File: src/rtl/debounce_bank.sv
// debounce_bank: multi-channel push-button conditioner.
// Each channel normalises pad polarity, synchronises into clk, debounces with a
// lock-out window, and produces a clean level plus press/release, long-press
// and auto-repeat strobes. Every output is a registered signal in the clk domain.

module debounce_bank #(
  parameter int CHANNELS      = 4,
  parameter int ACTIVE_LOW    = 1,
  parameter int HOLD_CYCLES   = 262144,
  parameter int LONG_CYCLES   = 27000000,
  parameter int REPEAT_CYCLES = 5400000
) (
  input  logic                clk,
  input  logic                rst,
  input  logic [CHANNELS-1:0] btn_raw,
  output logic [CHANNELS-1:0] level,
  output logic [CHANNELS-1:0] press,
  output logic [CHANNELS-1:0] release_p,
  output logic [CHANNELS-1:0] long_press,
  output logic [CHANNELS-1:0] repeat_p
);

  // Parameter sanity checks, reported while the design is elaborated.
  if (CHANNELS < 1) begin : g_bad_channels
    $error("debounce_bank: CHANNELS must be at least 1");
  end
  if (HOLD_CYCLES < 2) begin : g_bad_hold
    $error("debounce_bank: HOLD_CYCLES must be at least 2");
  end
  if (LONG_CYCLES <= HOLD_CYCLES) begin : g_bad_long
    $error("debounce_bank: LONG_CYCLES must exceed HOLD_CYCLES");
  end
  // The repeat reload value LONG-REPEAT+1 must stay non-negative.
  if (REPEAT_CYCLES < 0 || REPEAT_CYCLES > LONG_CYCLES) begin : g_bad_repeat
    $error("debounce_bank: REPEAT_CYCLES must lie in 0..LONG_CYCLES");
  end

  // Lock counter only needs to reach HOLD_CYCLES-1.
  localparam int LOCK_W = (HOLD_CYCLES < 2) ? 1 : $clog2(HOLD_CYCLES);
  // One value of headroom above LONG_CYCLES so the no-repeat stop value
  // LONG_CYCLES+1 always fits, even when LONG_CYCLES+1 is a power of two.
  localparam int TIMER_W = $clog2(LONG_CYCLES + 2);

  localparam logic [LOCK_W-1:0]  LOCK_ONE   = LOCK_W'(1);
  localparam logic [LOCK_W-1:0]  LOCK_LAST  = LOCK_W'(HOLD_CYCLES - 1);
  localparam logic [TIMER_W-1:0] TIMER_ONE  = TIMER_W'(1);
  localparam logic [TIMER_W-1:0] LONG_VAL   = TIMER_W'(LONG_CYCLES);
  localparam logic [TIMER_W-1:0] STOP_VAL   = TIMER_W'(LONG_CYCLES + 1);
  localparam logic [TIMER_W-1:0] RELOAD_VAL = TIMER_W'(LONG_CYCLES - REPEAT_CYCLES + 1);
  localparam bit                 REPEAT_EN  = (REPEAT_CYCLES > 0);

  typedef enum logic {
    S_IDLE,
    S_LOCK
  } state_t;

  // Internally a 1 always means "pressed", whatever the pad polarity.
  logic [CHANNELS-1:0] btn_norm;
  assign btn_norm = (ACTIVE_LOW != 0) ? ~btn_raw : btn_raw;

  for (genvar g = 0; g < CHANNELS; g++) begin : g_ch
    logic               sync1, sync2;
    state_t             state, state_next;
    logic [LOCK_W-1:0]  lock_cnt, lock_cnt_next;
    logic               level_q, level_next;
    logic               press_q, press_next;
    logic               release_q, release_next;
    logic [TIMER_W-1:0] timer, timer_next;
    logic               long_done;
    logic               long_q, repeat_q;
    logic               hit;

    // Two-flop synchroniser; resets to the released state.
    always_ff @(posedge clk or posedge rst) begin
      if (rst) begin
        sync1 <= 1'b0;
        sync2 <= 1'b0;
      end else begin
        sync1 <= btn_norm[g];
        sync2 <= sync1;
      end
    end

    // Debounce state register together with the level and edge strobes.
    always_ff @(posedge clk or posedge rst) begin
      if (rst) begin
        state     <= S_IDLE;
        lock_cnt  <= '0;
        level_q   <= 1'b0;
        press_q   <= 1'b0;
        release_q <= 1'b0;
      end else begin
        state     <= state_next;
        lock_cnt  <= lock_cnt_next;
        level_q   <= level_next;
        press_q   <= press_next;
        release_q <= release_next;
      end
    end

    // Accept a change only when idle, then ignore the input for the lock-out window.
    always_comb begin
      state_next    = state;
      lock_cnt_next = lock_cnt;
      level_next    = level_q;
      press_next    = 1'b0;
      release_next  = 1'b0;
      case (state)
        S_IDLE: begin
          if (sync2 != level_q) begin
            level_next    = sync2;
            press_next    = sync2;
            release_next  = ~sync2;
            lock_cnt_next = LOCK_ONE;
            state_next    = S_LOCK;
          end
        end
        S_LOCK: begin
          if (lock_cnt == LOCK_LAST) begin
            lock_cnt_next = '0;
            state_next    = S_IDLE;
          end else begin
            lock_cnt_next = lock_cnt + LOCK_ONE;
          end
        end
        default: begin
          lock_cnt_next = '0;
          state_next    = S_IDLE;
        end
      endcase
    end

    // Next hold-timer value: count up, reload after a strobe, or park past LONG.
    always_comb begin
      timer_next = timer + TIMER_ONE;
      if (REPEAT_EN) begin
        if (timer == LONG_VAL) begin
          timer_next = RELOAD_VAL;
        end
      end else if (timer == STOP_VAL) begin
        timer_next = timer;
      end
      hit = level_q && level_next && (timer_next == LONG_VAL);
    end

    // Hold timer and long/repeat strobes; the first hit is long_press, later hits repeat.
    always_ff @(posedge clk or posedge rst) begin
      if (rst) begin
        timer     <= '0;
        long_done <= 1'b0;
        long_q    <= 1'b0;
        repeat_q  <= 1'b0;
      end else if (!level_next) begin
        timer     <= '0;
        long_done <= 1'b0;
        long_q    <= 1'b0;
        repeat_q  <= 1'b0;
      end else begin
        if (level_q) begin
          timer <= timer_next;
        end
        long_q   <= hit && !long_done;
        repeat_q <= hit && long_done;
        if (hit) begin
          long_done <= 1'b1;
        end
      end
    end

    assign level[g]      = level_q;
    assign press[g]      = press_q;
    assign release_p[g]  = release_q;
    assign long_press[g] = long_q;
    assign repeat_p[g]   = repeat_q;
  end

endmodule

File: config.mk
export PLATFORM = sky130hd
export DESIGN_NAME = debounce_bank
export DESIGN_NICKNAME = d
export VERILOG_FILES = /design/src/rtl/debounce_bank.sv
export SDC_FILE = /design/constraint.sdc
export NUM_CORES = 1
export LEC_CHECK = 0
export CAP_MARGIN = 20
export CORE_MARGIN = 2
export CORE_UTILIZATION = 45
export DETAILED_ROUTE_END_ITERATION = 7
export PLACE_DENSITY_LB_ADDON = 0.15
export SETUP_SLACK_MARGIN = 0.2
export SYNTH_ARGS = -nofsm -noshare
export SYNTH_HDL_FRONTEND = slang
export SYNTH_SLANG_ARGS = --single-unit
File: constraint.sdc
create_clock -name clk -period 8.75 [get_ports clk]
set_input_delay 1.75 -clock clk [delete_from_list [all_inputs] [get_ports clk]]
set_output_delay 1.75 -clock clk [all_outputs]
set_load 0.01 [all_outputs]
==> results of run 1 <==
[stage by stage]
step           setup WS, ns  utilization, %  total power [W]  cells  hold slack (ns)
2_1_floorplan          1.32               -          0.00158   1448            0.331
3_3_place_gp           5.09            47.0          0.00173   1740            0.338
3_5_place_dp           5.08            47.0          0.00175   1740            0.336
4_1_cts                5.44            50.2          0.00280   1788            0.349
5_1_grt                5.40            50.2          0.00294   1788            0.363
6_report               5.47            50.2          0.00276   1788            0.347
[final timing paths]
| path | slack [ns] | start | depth (start not counted) | endpoint |
|---|---|---|---|---|
| max | 5.47 | g_ch[3].level_q$_DFF_PP0_ | 1 | level[3] |
| min | 0.35 | g_ch[1].sync1$_DFF_PP0_ | 0 | g_ch[1].sync2$_DFF_PP0_ |
| max reg2reg | 5.81 | g_ch[0].state$_DFF_PP0_ | 7 | g_ch[0].long_q$_DFF_PP0_ |
| min reg2reg | 0.35 | g_ch[1].sync1$_DFF_PP0_ | 0 | g_ch[1].sync2$_DFF_PP0_ |
| max in group asynchronous | 5.75 | rst | 3 | g_ch[0].timer[5]$_DFFE_PP0P_ |
| min in group asynchronous | 1.70 | rst | 2 | g_ch[3].level_q$_DFF_PP0_ |
[power breakdown]
group	internal (W)	leakage, nW	switching [W]
Sequential	0.00105	2.81	0.000119
Clock	0.000628	0.417	0.000403
Combinational	0.000220	2.12	0.000337
Total	0.00190	5.34	0.000858
[cell usage in the layout, fill, tap and decap left out, drive strengths merged, types with 10 or more instances in the layout]
master,Yosys,layout
o21ai,213,213
dfrtp,208,208
nand2,170,170
nor2,103,103
nand3,61,61
a31oi,57,57
a21oi,54,54
inv,50,50
nor3,49,49
nand4,48,48
clkbuf,60,40
o31ai,38,38
and3,29,29
nor2b,25,25
clkdlybuf4s50,0,25
nor4,25,25
ha,20,20
xnor2,19,19
and4,18,18
xor2,18,18
buf,32,18
nand2b,14,14
a22o,14,14
o41ai,12,12
or4,12,12
and2,10,10
or3,10,10
[cells by family after synthesis]
| kind of cell | count (synthesis) | share of synthesized area [%] |
|---|---|---|
| buffers and inverters | 143 | 5.21 |
| DFF | 208 | 42.8 |
| and+or+nand+nor | 603 | 25.7 |
| AOI/OAI and AO/OA | 433 | 21.3 |
| xor gates and xnor gates | 37 | 2.66 |
| adders and majority gates | 20 | 2.06 |
| muxes | 4 | 0.339 |
[registers in the layout, indices dropped and copies added, names as in the netlist]
| signal | count |
|---|---|
| g_ch.timer | 100 |
| g_ch.lock_cnt | 72 |
| g_ch.level_q | 4 |
| g_ch.long_done | 4 |
| g_ch.long_q | 4 |
| g_ch.press_q | 4 |
| g_ch.release_q | 4 |
| g_ch.repeat_q | 4 |
| g_ch.state | 4 |
| g_ch.sync1 | 4 |
| g_ch.sync2 | 4 |
[cell usage after synthesis (29+ instances only)]
| library cell | count | area [µm²] |
|---|---|---|
| dfrtp_1 | 208 | 5200 |
| o21ai_0 | 200 | 1000 |
| nand2_1 | 167 | 627 |
| nor2_1 | 103 | 387 |
| clkbuf_1 | 60 | 225 |
| nand3_1 | 58 | 290 |
| a31oi_1 | 57 | 357 |
| a21oi_1 | 54 | 270 |
| inv_1 | 50 | 188 |
| nor3_1 | 49 | 245 |
| nand4_1 | 48 | 300 |
| o31ai_1 | 37 | 278 |
| and3_1 | 29 | 181 |
[area by class of cell]
cell class	count	area (µm²)
Clock inverter	8	76.3
Clock buffer	40	763
Fill cell	2572	13300
Sequential cell	208	5200
Multi-Input combinational cell	1097	6350
Tap cell	341	427
Timing Repair Buffer	43	385
Inverter	51	199
[layer usage]
| layer | routed length, µm | share of wire, % | GRT usage (%) |
|---|---|---|---|
| met5 | 0 | 0 | 0 |
| met4 | 489 | 1.7 | 5.13 |
| met3 | 1090 | 3.9 | 2.55 |
| met2 | 12900 | 46 | 32.3 |
| met1 | 13700 | 49 | 28.8 |
==> results.json, run 1 <==
{
  "die-area_um2": 28400,
  "nNetsFinal": 1453,
  "postCtsSetupRepairBufs": 0,
  "worstPathMaxFanout": 6,
  "rows": 60,
  "clockBufferDepth": 3,
  "drt_pass1_iterations": 5,
  "place.gp.congestion": 0.839,
  "grt_pass1_vias": 9982,
  "power_density_nw_per_um2": 206,
  "placed_area_um2": 12600,
  "synth_area_um2": 12200,
  "cts_resized": 0,
  "fmax_ghz": 0.305,
  "yosysUniqueCellTypes": 74,
  "cts_max_level": 1,
  "drv_cap": 0,
  "tns_ns": 0,
  "worstSetupPathType": "reg -> out",
  "drive_gt1_share_pct": 6.36,
  "syn_nets": 1474,
  "ys_seq_elements": 208,
  "tritoncts": "built",
  "synthArstFlopShare_pct": 100,
  "diodes": 0,
  "cts_buffers": 26,
  "critical_path_buf_inv_count": 1,
  "yosysWarnings": 0,
  "place_hpwl_mm": 18.7,
  "rsz0062_at_grt": "false",
  "grt_first_pass_wirelength_mm": 49.0,
  "power.leakage_nw": 5.34,
  "crit_path_cell_trace": "clkdlybuf4s50_1",
  "synth_edf_count": 0,
  "grt_max_degree": 95,
  "grt_usage_pct": 20.0,
  "drt-wirelength-per-cell_um": 15.7,
  "end_kind": "primary output",
  "setup_viol": 0,
  "start_kind": "flip-flop",
  "avgSynthCellArea_um2": 8.41,
  "slew_headroom_pct": 32.8,
  "path_delay_family": "buffers and inverters",
  "fin_crit_ns": 3.28,
  "root_buffer": "clkbuf_16",
  "ys_seq_area_share_pct": 42.8,
  "arrival_ns": 1.53,
  "max_stage_delay_ns": 0.57,
  "via_per_inst": 5.97,
  "drtAntennaViolNets": 0,
  "drtIter0Drc": 668,
  "hold_path.class": "reg -> reg",
  "remaining_drc_errors": 0,
  "coreArea_um2": 26700,
  "area_growth_pct": 10.1,
  "die_w_um": 168,
  "finalMaxSlewViolations": 0,
  "final_area_um2": 13400,
  "crit_required_ns": 7.00,
  "start_util_pct": 45.6,
  "pin_count": 26,
  "io_buffers": 25,
  "synthFlopType": "dfrtp_1",
  "outcome": "completed",
  "worstSkewPairLatency_ns": 0.53,
  "vias": 10700,
  "clkSlewWorstSetupHoldPaths_ns": 0.06,
  "cts.hold.buffers_added": 0,
  "tightest_slew_ns": 1.01,
  "finalCritPeriodShare_pct": 37.5,
  "cpMaxStageDelayCell": "clkdlybuf4s50_1",
  "ir_drop_mv": 0.168,
  "syn_inst": 1448,
  "wl_mm": 28.1,
  "cts.sink_count": 208,
  "gr-total-overflow": 0,
  "die_y_um": 168,
  "finalHoldViolCount": 0,
  "antenna_found_initial": 0,
  "worst_clock_skew_ns": 0.00802
}
No activity file was read; power rests on OpenSTA's default activity.
==> run 2, diff against run 1 <==
==> constraint.sdc (replaced) <==
create_clock -name clk -period 2.8 [get_ports clk]
set_input_delay 0.56 -clock clk [delete_from_list [all_inputs] [get_ports clk]]
set_output_delay 0.56 -clock clk [all_outputs]
set_load 0.01 [all_outputs]
==> run 2 against run 1 <==
Against the previous run: worst hold slack worse by 0.060 ns; critical path depth rose by 5; routed wire length up 0.76%; setup slack lost 5.1 ns; first-iteration DRC count is 24% higher; critical endpoint is now g_ch[2].long_q$_DFF_PP0_; highest routed layer unchanged.
==> results.json, run 2 (synthesis results as in run 1) <==
{
  "rsz0062_at_grt": "true",
  "worstSetupPathType": "reg -> reg",
  "pin_count": 26,
  "area_growth_pct": 13.0,
  "tightest_slew_ns": 0.709,
  "cts.sink_count": 208,
  "via_per_inst": 5.83,
  "setup_ws_ns": 0.320,
  "power.leakage_nw": 5.50,
  "gr-total-overflow": 0,
  "start_kind": "flip-flop",
  "antenna_found_initial": 0,
  "finalCritPeriodShare_pct": 88.6,
  "start_util_pct": 45.6,
  "power_density_nw_per_um2": 632,
  "coreArea_um2": 26700,
  "rows": 60,
  "end_kind": "flip-flop",
  "worstPathMaxFanout": 6,
  "final_cell_mix": "200 x o21ai_0, 196 x dfrtp_1, 167 x nand2_1",
  "drtIter0Drc": 825,
  "clkSlewWorstSetupHoldPaths_ns": 0.06,
  "crit_required_ns": 3.23,
  "hold_path.class": "in -> async",
  "outcome": "completed",
  "grt_max_degree": 116,
  "place.gp.congestion": 0.840,
  "nNetsFinal": 1487,
  "finalHoldViolCount": 0,
  "drt-wirelength-per-cell_um": 15.5,
  "die-area_um2": 28400,
  "tritoncts": "built",
  "arrival_ns": 2.91,
  "ir_drop_mv": 0.507,
  "dp.cells": 1771,
  "fmax_ghz": 0.403,
  "drive_gt1_share_pct": 10.4,
  "grt_pass1_vias": 9965,
  "cts_buffers": 26,
  "post-route-util_pct": 51.5,
  "grt_usage_pct": 20.0,
  "clockBufferDepth": 3,
  "regMostFlops": "g_ch.timer",
  "remaining_drc_errors": 0,
  "root_buffer": "clkbuf_16",
  "diodes": 0,
  "largest_reg_flops": 100,
  "worst_clock_skew_ns": 0.0138,
  "final_area_um2": 13800,
  "place_hpwl_mm": 18.9,
  "drt_pass1_iterations": 5,
  "vias": 10600,
  "worstSkewPairLatency_ns": 0.52,
  "drtAntennaViolNets": 0,
  "final-instance-count-excl-fill": 1822,
  "die_w_um": 168,
  "fin_crit_ns": 2.48,
  "placed_area_um2": 12800,
  "cts_max_level": 1,
  "wl_mm": 28.3,
  "nFillCells": 2523,
  "die_y_um": 168,
  "setup_viol": 0,
  "finalMaxSlewViolations": 0,
  "mostFrequentLayoutCell": "o21ai_0",
  "grt_first_pass_wirelength_mm": 48.9,
  "drv_cap": 0,
  "io_buffers": 25,
  "top_regs": "g_ch.timer (100), g_ch.lock_cnt (72)",
  "slew_headroom_pct": 52.4,
  "post-place-ws_ns": 0.235
}
run 2: cell count changes in the layout (fill, tap and decap cells not counted), sizes merged:
| cell | change |
|---|---|
| clkbuf | -5 |
| inv | -1 |
| clkinv | +4 |
| clkinvlp | +2 |
| buf | +34 |
run 2: critical path, stage by stage (launching register included):
cell     delay [ns]
dfrtp_1        0.45
nand2_2        0.08
or4_4          0.56
or4_4          0.44
or3_1          0.31
a311o_1        0.39
nor3_1         0.16
run 2: power breakdown:
part	internal, W	switching, W	total [W]
registers	0.00330	0.000359	0.00366
clock network	0.00193	0.00128	0.00321
logic	0.000757	0.00108	0.00183
run 2: what timing repair did:
item / in CTS / in global routing
setup buffers: 0 / 3
gates resized for setup: 0 / 27
endpoints found under the setup margin: 0 / 25
hold buffers: 0 / 0
run 2: per-layer routing:
layer | global-route usage (%) | vias up | part of all wire, %
li1 | - | 5336 | -
met1 | 28.4 | 5058 | 49
met2 | 33.0 | 184 | 46
met3 | 2.57 | 41 | 3.6
met4 | 4.46 | 0 | 1.7
met5 | 0 | - | 0
run 2: worst paths after layout:
| kind | start | to | slack, ns | cells past startpoint |
|---|---|---|---|---|
| worst min-delay path | rst | g_ch[3].timer[20]$_DFFE_PP0P_ | 0.29 | 2 |
| worst min register to register | g_ch[0].sync1$_DFF_PP0_ | g_ch[0].sync2$_DFF_PP0_ | 0.35 | 0 |
| worst max register to register | g_ch[2].timer[13]$_DFFE_PP0P_ | g_ch[2].long_q$_DFF_PP0_ | 0.32 | 6 |
| worst max-delay path | g_ch[2].timer[13]$_DFFE_PP0P_ | g_ch[2].long_q$_DFF_PP0_ | 0.32 | 6 |
| min in group clk | g_ch[0].sync1$_DFF_PP0_ | g_ch[0].sync2$_DFF_PP0_ | 0.35 | 0 |
| max in group asynchronous | rst | g_ch[3].timer[3]$_DFFE_PP0P_ | 1.67 | 3 |
run 2: cell type report:
class | count | area, µm² | area share [%]
multi-input combinational | 1097 | 6420 | 46.6
sequential | 208 | 5220 | 37.9
clock buffer | 35 | 736 | 5.35
timing repair buffer | 77 | 666 | 4.84
tap | 341 | 427 | 3.10
inverter | 51 | 195 | 1.42
clock inverter | 13 | 96.3 | 0.700
run 2: per-stage QoR:
stage               hold slack, ns  TNS, ns  power [W]
finish                       0.287        0    0.00869
global route                 0.273        0    0.00925
CTS                          0.263        0    0.00881
detailed placement           0.339        0    0.00553
global placement             0.333        0    0.00548
floorplan                    0.331   -95.73    0.00494
==> run 3, diff against run 2 <==
--- a/config.mk
+++ b/config.mk
@@ -5,6 +5,7 @@
 export SDC_FILE = /design/constraint.sdc
 export NUM_CORES = 1
 export LEC_CHECK = 0
+export ABC_AREA = 1
 export CAP_MARGIN = 20
 export CORE_MARGIN = 2
 export CORE_UTILIZATION = 45
==> run 3 against run 2 <==
Against the previous run: cell count up 18%; global-route usage up 0.98 points; clock power up 6%; combinational power up 14%; critical path type unchanged; worst hold slack better by 0.060 ns; critical path depth unchanged; sequential share of layout area down 1.1 points; count of clock-buffer cells in the layout down 1; via count up 3.6%; area after synthesis up 3.6%; core utilization down 0.55 points.
==> results.json, run 3 <==
{
  "outcome": "completed",
  "fmax_ghz": 0.432,
  "ys_seq_elements": 208,
  "synthArstFlopShare_pct": 100,
  "netSwitchingPower_w": 0.00300,
  "sequentialPowerShare_pct": 40.2,
  "start_util_pct": 45.5,
  "worstPathMaxFanout": 21,
  "drtIter0Drc": 748,
  "arrival_ns": 2.73,
  "rsz0062_at_grt": "false",
  "worst_clock_skew_ns": 0.0108,
  "yosysWarnings": 0,
  "syn_nets": 1763,
  "cts.hold.buffers_added": 0,
  "hold_depth": 0,
  "cts_buffers": 25,
  "synth.most_common_cell": "nand2_1",
  "worstSkewPairLatency_ns": 0.52,
  "tritoncts": "built",
  "vias": 11000,
  "largest_reg_flops": 100,
  "grt_first_pass_wirelength_mm": 51.0,
  "synthFlopType": "dfrtp_1",
  "postCtsSetupRepairBufs": 0,
  "drive_gt1_share_pct": 7.26,
  "worstSetupPathType": "reg -> reg",
  "hold_path.class": "reg -> reg",
  "pin_count": 26,
  "synth_fa_ha_area_share_pct": 1.98,
  "syn_inst": 1737,
  "clockBufferDepth": 3,
  "io_buffers": 25,
  "die-area_um2": 29400,
  "top_regs": "g_ch.timer (100), g_ch.lock_cnt (72)",
  "yosys-top-cells-count": "404 x nand2_1, 252 x inv_1, 237 x nor2_1",
  "slew_headroom_pct": 49.2,
  "ir_drop_mv": 0.567,
  "synth_edf_count": 0,
  "drt_pass1_iterations": 5,
  "finalHoldViolCount": 0,
  "crit_required_ns": 3.22,
  "avgSynthCellArea_um2": 7.26,
  "final_cell_mix": "404 x nand2_1, 251 x inv_1, 237 x nor2_1",
  "antenna_found_initial": 0,
  "drv_cap": 0,
  "die_w_um": 171,
  "power_density_nw_per_um2": 651,
  "grt_max_degree": 70,
  "cts.sink_count": 208,
  "place_hpwl_mm": 21.9,
  "grt_pass1_vias": 10500,
  "cts_resized": 0,
  "fin_crit_ns": 2.31,
  "synth_area_leaders": "dfrtp_1 41%, nand2_1 12%, inv_1 7.5%",
  "area_growth_pct": 11.8,
  "end_kind": "flip-flop",
  "regMostFlops": "g_ch.timer",
  "p_comb_share_pct": 22.7,
  "synth_compound_area_share_pct": 9.63,
  "coreArea_um2": 27700,
  "start_kind": "flip-flop",
  "place.gp.congestion": 0.886,
  "wl_mm": 29.9,
  "finalMaxSlewViolations": 0,
  "grt_usage_pct": 21.0,
  "setup_viol": 0,
  "mostFrequentLayoutCell": "nand2_1",
  "drt-wirelength-per-cell_um": 13.9,
  "via_per_inst": 5.11,
  "nFillCells": 2691,
  "power.leakage_nw": 6.33,
  "yosysUniqueCellTypes": 40,
  "diodes": 0,
  "dp.cells": 2111,
  "synth_top_area_share_pct": 41.3,
  "gr-total-overflow": 0,
  "synth-simple-area-share_pct": 32.0,
  "p_int_w": 0.00618,
  "die_y_um": 171,
  "root_buffer": "clkbuf_16",
  "synthMuxAreaShare_pct": 0,
  "finalCritPeriodShare_pct": 82.7,
  "ys_seq_area_share_pct": 41.3,
  "final-instance-count-excl-fill": 2155,
  "clkPwrFrac_pct": 37.2,
  "synth_top_area_cell": "dfrtp_1",
  "r2r_cells": 6,
  "synth_area_um2": 12600,
  "drtAntennaViolNets": 0,
  "synth_xor_area_share_pct": 5.40,
  "post-route-util_pct": 50.9,
  "tightest_slew_ns": 0.760,
  "swShare_pct": 32.7,
  "rows": 61,
  "synth_top_family_by_area": "simple AND/OR/NAND/NOR gates",
  "clkSlewWorstSetupHoldPaths_ns": 0.06,
  "nNetsFinal": 1786,
  "remaining_drc_errors": 0,
  "cts_max_level": 1
}
run 3: changes by cell type after synthesis, sizes merged, moves of 29 or more:
cell / previous run / this run
nand3: 61 / 153
a21oi: 54 / 12
o31ai: 38 / 2
nor2: 103 / 269
and3: 29 / 0
xor2: 18 / 71
clkbuf: 60 / 13
o22ai: 6 / 78
o21ai: 213 / 107
inv: 50 / 259
a31oi: 57 / 3
nand2: 170 / 423
run 3: cells by family after synthesis:
| logic type | after synthesis |
|---|---|
| AO/OA/AOI/OAI | 212 |
| XOR/XNOR | 76 |
| adder cells (fa/ha/maj) | 20 |
| buffers and inverters | 304 |
| AND/OR/NAND/NOR | 917 |
| flip-flops | 208 |
run 3: cell type report:
| class | instances | area [µm²] | share of cell area [%] |
|---|---|---|---|
| clock buffers | 34 | 709 | 5.03 |
| clock inverters | 10 | 160 | 1.14 |
| inverters | 259 | 976 | 6.92 |
| multi-input cells | 1225 | 6180 | 43.8 |
| flip-flops and latches | 208 | 5200 | 36.9 |
| well taps | 378 | 473 | 3.35 |
| repair buffers | 41 | 408 | 2.89 |
run 3: worst paths after layout:
path                                         start                                to  slack (ns)
max                        g_ch[0].state$_DFF_PP0_     g_ch[0].timer[10]$_DFFE_PP0P_        0.49
min in group asynchronous                      rst     g_ch[1].timer[15]$_DFFE_PP0P_        0.39
max in group asynchronous                      rst  g_ch[2].lock_cnt[11]$_DFFE_PP0P_        1.73
min reg2reg                g_ch[2].sync1$_DFF_PP0_           g_ch[2].sync2$_DFF_PP0_        0.35
max reg2reg                g_ch[0].state$_DFF_PP0_     g_ch[0].timer[10]$_DFFE_PP0P_        0.49
min                        g_ch[2].sync1$_DFF_PP0_           g_ch[2].sync2$_DFF_PP0_        0.35
run 3: power by group through the flow:
stage	combinational, W	sequential, W	clock, W
6_report	0.00208	0.00369	0.00341
5_1_grt	0.00236	0.00375	0.00365
4_1_cts	0.00210	0.00369	0.00352
3_5_place_dp	0.00209	0.00374	0
3_3_place_gp	0.00205	0.00374	0
2_1_floorplan	0.00157	0.00364	0
run 3: routing by layer:
metal	GRT usage (%)	up-vias	routed length, µm
met5	0	-	0
met4	4.90	0	513
met3	2.42	41	1230
met2	33.6	192	13500
met1	30.5	5153	14700
li1	-	5620	-
run 3: through the flow:
stage	TNS, ns	hold WS, ns	cell area (µm²)	power, W	worst slack, ns
finish	0	0.347	14100	0.00918	0.486
global route	0	0.361	14100	0.00976	0.262
CTS	0	0.349	14100	0.00931	0.478
detailed placement	0	0.337	13200	0.00583	0.470
global placement	0	0.333	13200	0.00579	0.588
floorplan	-95.73	0.331	12600	0.00521	-0.460
run 3: critical path: stages, from the launching register on:
cell and delay (ns):
dfrtp_1 0.51, inv_1 0.22, a21oi_2 0.33, inv_1 0.11, o21ai_2 0.15, nand2_1 0.52
o21ai_0 0.37
